$ cat config.mk
export PLATFORM = sky130hd
export DESIGN_NAME = and_block_assign_amisha
export DESIGN_NICKNAME = d
export VERILOG_FILES = /design/src/rtl/and_block_assign_amisha.sv
export SDC_FILE = /design/constraint.sdc
export NUM_CORES = 1
export LEC_CHECK = 0
export CORE_MARGIN = 2
export CORE_UTILIZATION = 41
export CTS_CLUSTER_SIZE = 12
export DETAILED_ROUTE_END_ITERATION = 10
export PLACE_DENSITY = 0.76
export SLEW_MARGIN = 10
export SYNTH_ARGS = -nofsm -noshare
export SYNTH_HDL_FRONTEND = slang
export SYNTH_SLANG_ARGS = --single-unit
$ cat constraint.sdc
create_clock -name clk_amisha -period 2.1 [get_ports clk_amisha]
set_clock_uncertainty 0.15 [all_clocks]
set_input_delay 0.42 -clock clk_amisha [delete_from_list [all_inputs] [get_ports clk_amisha]]
set_output_delay 0.42 -clock clk_amisha [all_outputs]
set_load 0.1 [all_outputs]
$ cat src/rtl/and_block_assign_amisha.sv
// Three-input AND with a combinational result, a registered copy, edge pulses
// and a saturating count of cycles in which the AND was sampled high.
module and_block_assign_amisha #(
  parameter int unsigned CNT_W = 16
) (
  input  logic             clk_amisha,
  input  logic             rst_n_amisha,
  input  logic             a_amisha,
  input  logic             b_amisha,
  input  logic             c_amisha,
  input  logic             clr_amisha,
  output logic             y_amisha,
  output logic             y_q_amisha,
  output logic             y_rise_amisha,
  output logic             y_fall_amisha,
  output logic [CNT_W-1:0] high_cnt_amisha
);

  localparam logic [CNT_W-1:0] CNT_MAX = '1;

  // Plain & so X/Z on an operand propagates unless another operand is 0.
  assign y_amisha = a_amisha & b_amisha & c_amisha;

  // Observation registers: reset beats clear, clear beats count.
  always_ff @(posedge clk_amisha) begin
    if (!rst_n_amisha) begin
      y_q_amisha      <= 1'b0;
      y_rise_amisha   <= 1'b0;
      y_fall_amisha   <= 1'b0;
      high_cnt_amisha <= '0;
    end else begin
      y_q_amisha    <= y_amisha;
      y_rise_amisha <= y_amisha & ~y_q_amisha;
      y_fall_amisha <= ~y_amisha & y_q_amisha;
      if (clr_amisha) begin
        high_cnt_amisha <= '0;
      end else if (y_amisha && (high_cnt_amisha != CNT_MAX)) begin
        high_cnt_amisha <= high_cnt_amisha + CNT_W'(1);
      end
    end
  end

endmodule

### After elaboration in Yosys (flattened, before gate mapping)

Index checks and enable logic that the tools add are counted.

| storage, ports and cells | value |
|---|---|
| memories | 0 |
| bits in writable memories | 0 |
| register bits | 19 |
| logic and storage cells | 15 |
| ROM bits | 0 |
| bits in latches | 0 |
| input bits | 6 |
| output and inout bits | 20 |

| cells by class | value |
|---|---|
| shift operators | 0 |
| bitwise gates (word level) | 7 |
| reduce and logical (&&, ||, !) cells | 2 |
| multiplexer cells | 0 |
| multiply operators | 0 |
| add/sub/neg operators | 1 |
| divide/modulo/power cells | 0 |
| equality and inequality tests | 1 |
| order comparisons | 0 |

Operator list:

| kind | number |
|---|---|
| $add 16x1->16 const B | 1 |
| $ne 16x16->1 const B | 1 |
| $and 1x1->1 | 4 |
| $not 1->1 | 3 |
| $reduce_or 2->1 | 1 |
| $logic_and 1x1->1 | 1 |

### Longest topological paths before layout

| logic depth | value |
|---|---|
| depth in word-level cells | 4 |
| depth in mapped cells | 6 |
| gate-level depth less buffers | 5 |

### Least setup slack after synthesis

Ideal clock, no wire load.

| timing | value |
|---|---|
| path kind | reg-to-reg |
| start | register high_cnt_amisha[0] |
| end | register high_cnt_amisha[14] |
| stages on the path, launching flop included | 7 |
| arrival | 2.597 ns |
| required time | 1.880 ns |
| setup time | 0.070 ns |
| slack | -0.717 ns |
| path buffers | 1 |
| clock period less this slack | 2.817 ns |
| cell sequence | dfxtp_1 > ha_1 > nand3_1 > or3_1 > buf_2 > or4_1 > a21oi_1 |

| between the ends | value |
|---|---|
| longest elaborated chain between the ends | 2 |
| elaborated cells between the ends (all ways) | 3 |
| classes of those cells | add/sub (1); eq/ne (1); reduce/logical (1) |

RTL lines:

| element | RTL line | RTL |
|---|---|---|
| start: declaration | 16 | `output logic [CNT_W-1:0] high_cnt_amisha` |
| start signal: assignment | 38 | `high_cnt_amisha <= high_cnt_amisha + CNT_W'(1);` |
| branches (longest 2 deep; another with $add 16x1->16) | - |  |

Several ways; the timed one is not identified.
A chain may end at the register's enable or synchronous reset.

### Worst setup path after layout

| timing | value |
|---|---|
| start | input c_amisha |
| end | output y_amisha |

| between the ends | value |
|---|---|
| longest elaborated chain between the ends | 1 |

RTL lines:

| element | RTL line | RTL |
|---|---|---|
| start: declaration | 10 | `input logic c_amisha,` |
| $and 1x1->1 | 22 | `assign y_amisha = a_amisha & b_amisha & c_amisha;` |
| end: declaration | 12 | `output logic y_amisha,` |

Every way passes these cells.

==> flow_summary.json <==
{
  "die_w_um": 50.39,
  "synth-seq-cells": 19,
  "io_buffers": 25,
  "cts_buffers": 3,
  "setup_viol": 0,
  "required_ns": 1.53,
  "final_common_cell": "buf_4",
  "area_growth_pct": 53.48,
  "worst_ep_arrival_time_ns": 1.48,
  "antenna_found_initial": 0,
  "path_class": "in -> out",
  "syn_area_um2": 882.1,
  "slew_headroom": 0.7690,
  "root_buffer": "clkbuf_4",
  "fin_hold_ws_ns": 0.3059,
  "cts.sinks": 19,
  "p_leak_uw": 0.0004703,
  "initial_utilization": 0.4406,
  "fp.coreArea_um2": 2002,
  "cts_tree": "yes",
  "final_area_um2": 1354,
  "cts_buffer_depth": 2,
  "hpwl_um": 1615,
  "layout_common_cells": "buf_4 (20), a21oi_1 (11), nand2_1 (10)",
  "slew_violations": 0,
  "status": "finished, final reports clean",
  "hold_path_class": "reg -> reg",
  "gp_congestion": 0.8432,
  "vias": 938,
  "netlist_instances": 102,
  "final_nets": 144,
  "ios": 26,
  "ys_seq_area_frac": 0.4312,
  "synth_nets": 109,
  "dieArea_um2": 2539,
  "antenna-diode-count": 0,
  "first_iter_violations": 33,
  "crit_fanout": 6,
  "drtPass1Iterations": 4,
  "powerDensity_nw_per_um2": 436.9,
  "grt_pass1_wl_um": 3767,
  "grt_max_degree": 12,
  "track_usage": 0.1878,
  "avgSynthCellArea_um2": 8.648,
  "placed_cell_area_um2": 1321,
  "layout-drive-gt1-share": 0.4265,
  "rsz0062_at_grt": "false",
  "min_period_ns": 2.052,
  "finalCritPeriodShare": 0.9770,
  "fin_total_pwr_uw": 591.4,
  "peakVddDrop_uv": 273.7,
  "die_h_um": 50.39,
  "wire_per_inst_um": 13.31,
  "worstMarginPinSlew_ns": 0.3434,
  "wirelength_um": 2169,
  "clk_pin_slew_ns": 0.11,
  "vias_per_cell": 5.755,
  "htree_levels": 1,
  "max_freq_ghz": 0.4874,
  "gr-total-overflow": 0,
  "synthDistinctLibCells": 31,
  "clk_latency_ns": 0.29,
  "drtAntennaViolNets": 0,
  "end_kind": "primary output",
  "drc": 0,
  "holdBufCountCts": 0,
  "hold_viol": 0,
  "worst_setup_path_start_kind": "input port",
  "first_global_vias": 860,
  "yosysWarnings": 0,
  "rows": 16,
  "maxCapViolCount": 0
}
-- final timing paths --
check	startpoint	end	slack [ns]	cells past startpoint
setup / recovery	c_amisha	y_amisha	0.05	5
hold / removal	y_q_amisha	y_rise_amisha	0.31	1
setup reg to reg	high_cnt_amisha[1]	high_cnt_amisha[14]	0.21	5
hold reg to reg	y_q_amisha	y_rise_amisha	0.31	1
-- where the power goes --
| group | leakage (uW) | total, uW | internal (uW) | switching, uW |
|---|---|---|---|---|
| Clock | 0.0000177 | 183 | 70.8 | 112 |
| Sequential | 0.000164 | 353 | 352 | 1.66 |
| Combinational | 0.000289 | 54.8 | 21.6 | 33.2 |
| Total | 0.000470 | 591 | 444 | 147 |
-- metal layers --
layer,vias up,track usage,share of wire
li1,465,-,-
met1,433,0.2631,0.48
met2,34,0.2917,0.45
met3,6,0.02976,0.053
met4,0,0.06757,0.017
met5,-,0,0
-- registers in the layout, indices dropped and copies added, names as in the netlist --
register / cells
y_fall_amisha: 1
high_cnt_amisha: 16
y_rise_amisha: 1
y_q_amisha: 1
-- worst max-delay path, stage by stage --
cell and delay (ns):
clkdlybuf4s50_1 0.48, nand3_1 0.11, buf_4 0.17, inv_1 0.11, buf_12 0.18
-- cell type report --
cell class,instances,area (um2)
tap,27,33.78
inverter,2,7.507
clock inverter,1,5.005
fill,164,648.1
clock buffer,3,22.52
multi-input combinational,78,504.2
timing repair buffer,33,360.3
sequential,19,420.4
-- synthesized netlist by cell type --
master	count	area, um2
buf_2	1	5.000
o41ai_1	1	8.760
a41oi_1	1	8.760
nor3_1	3	15.01
nor2_1	3	11.26
and4_1	2	17.52
ha_1	1	12.51
or4_1	7	52.55
o31ai_1	6	45.04
or3_1	1	6.260
nand2_1	10	37.54
nand3_1	2	10.01
nand4_1	5	31.28
and3_2	1	7.510
a311oi_1	1	8.760
nand4_2	1	12.51
a211oi_1	1	7.510
o21ai_0	5	25.02
or3_2	2	15.01
nor2b_1	2	12.51
mux2i_1	1	10.01
and2_1	1	6.260
dfxtp_1	19	380.4
and3_1	2	12.51
o311ai_0	1	8.760
nor4_1	3	18.77
inv_1	2	7.510
or2_2	3	18.77
nand2b_1	1	6.260
a21oi_1	11	55.05
clkbuf_1	2	7.510
-- cell families (layout without fill, tap and decap cells) --
group / Yosys count / after routing / share of synthesized area
AO/OA/AOI/OAI: 27 / 27 / 0.1901
adder cells (fa/ha/maj): 1 / 1 / 0.01418
AND/OR/NAND/NOR: 49 / 49 / 0.3305
buffers and inverters: 5 / 39 / 0.02270
multiplexers: 1 / 1 / 0.01135
flip-flops: 19 / 19 / 0.4312
-- what timing repair did --
action / in CTS / in global routing
resized for setup: 0 / 1
setup buffers: 0 / 0
endpoints found under the setup margin: 0 / 1
-- metrics by stage --
step / setup WS, ns / cells / TNS (ns) / utilization
detailed placement: -0.2170 / 159 / -0.8323 / 0.6600
global placement: -0.1952 / 159 / -0.6428 / 0.6600
global route: 0.02009 / 163 / 0 / 0.6763
finish: 0.04821 / 163 / 0 / 0.6763
CTS: 0.06512 / 163 / 0 / 0.6738
floorplan: -0.01909 / 102 / -0.01909 / -
No activity file was read; power rests on OpenSTA's default activity.
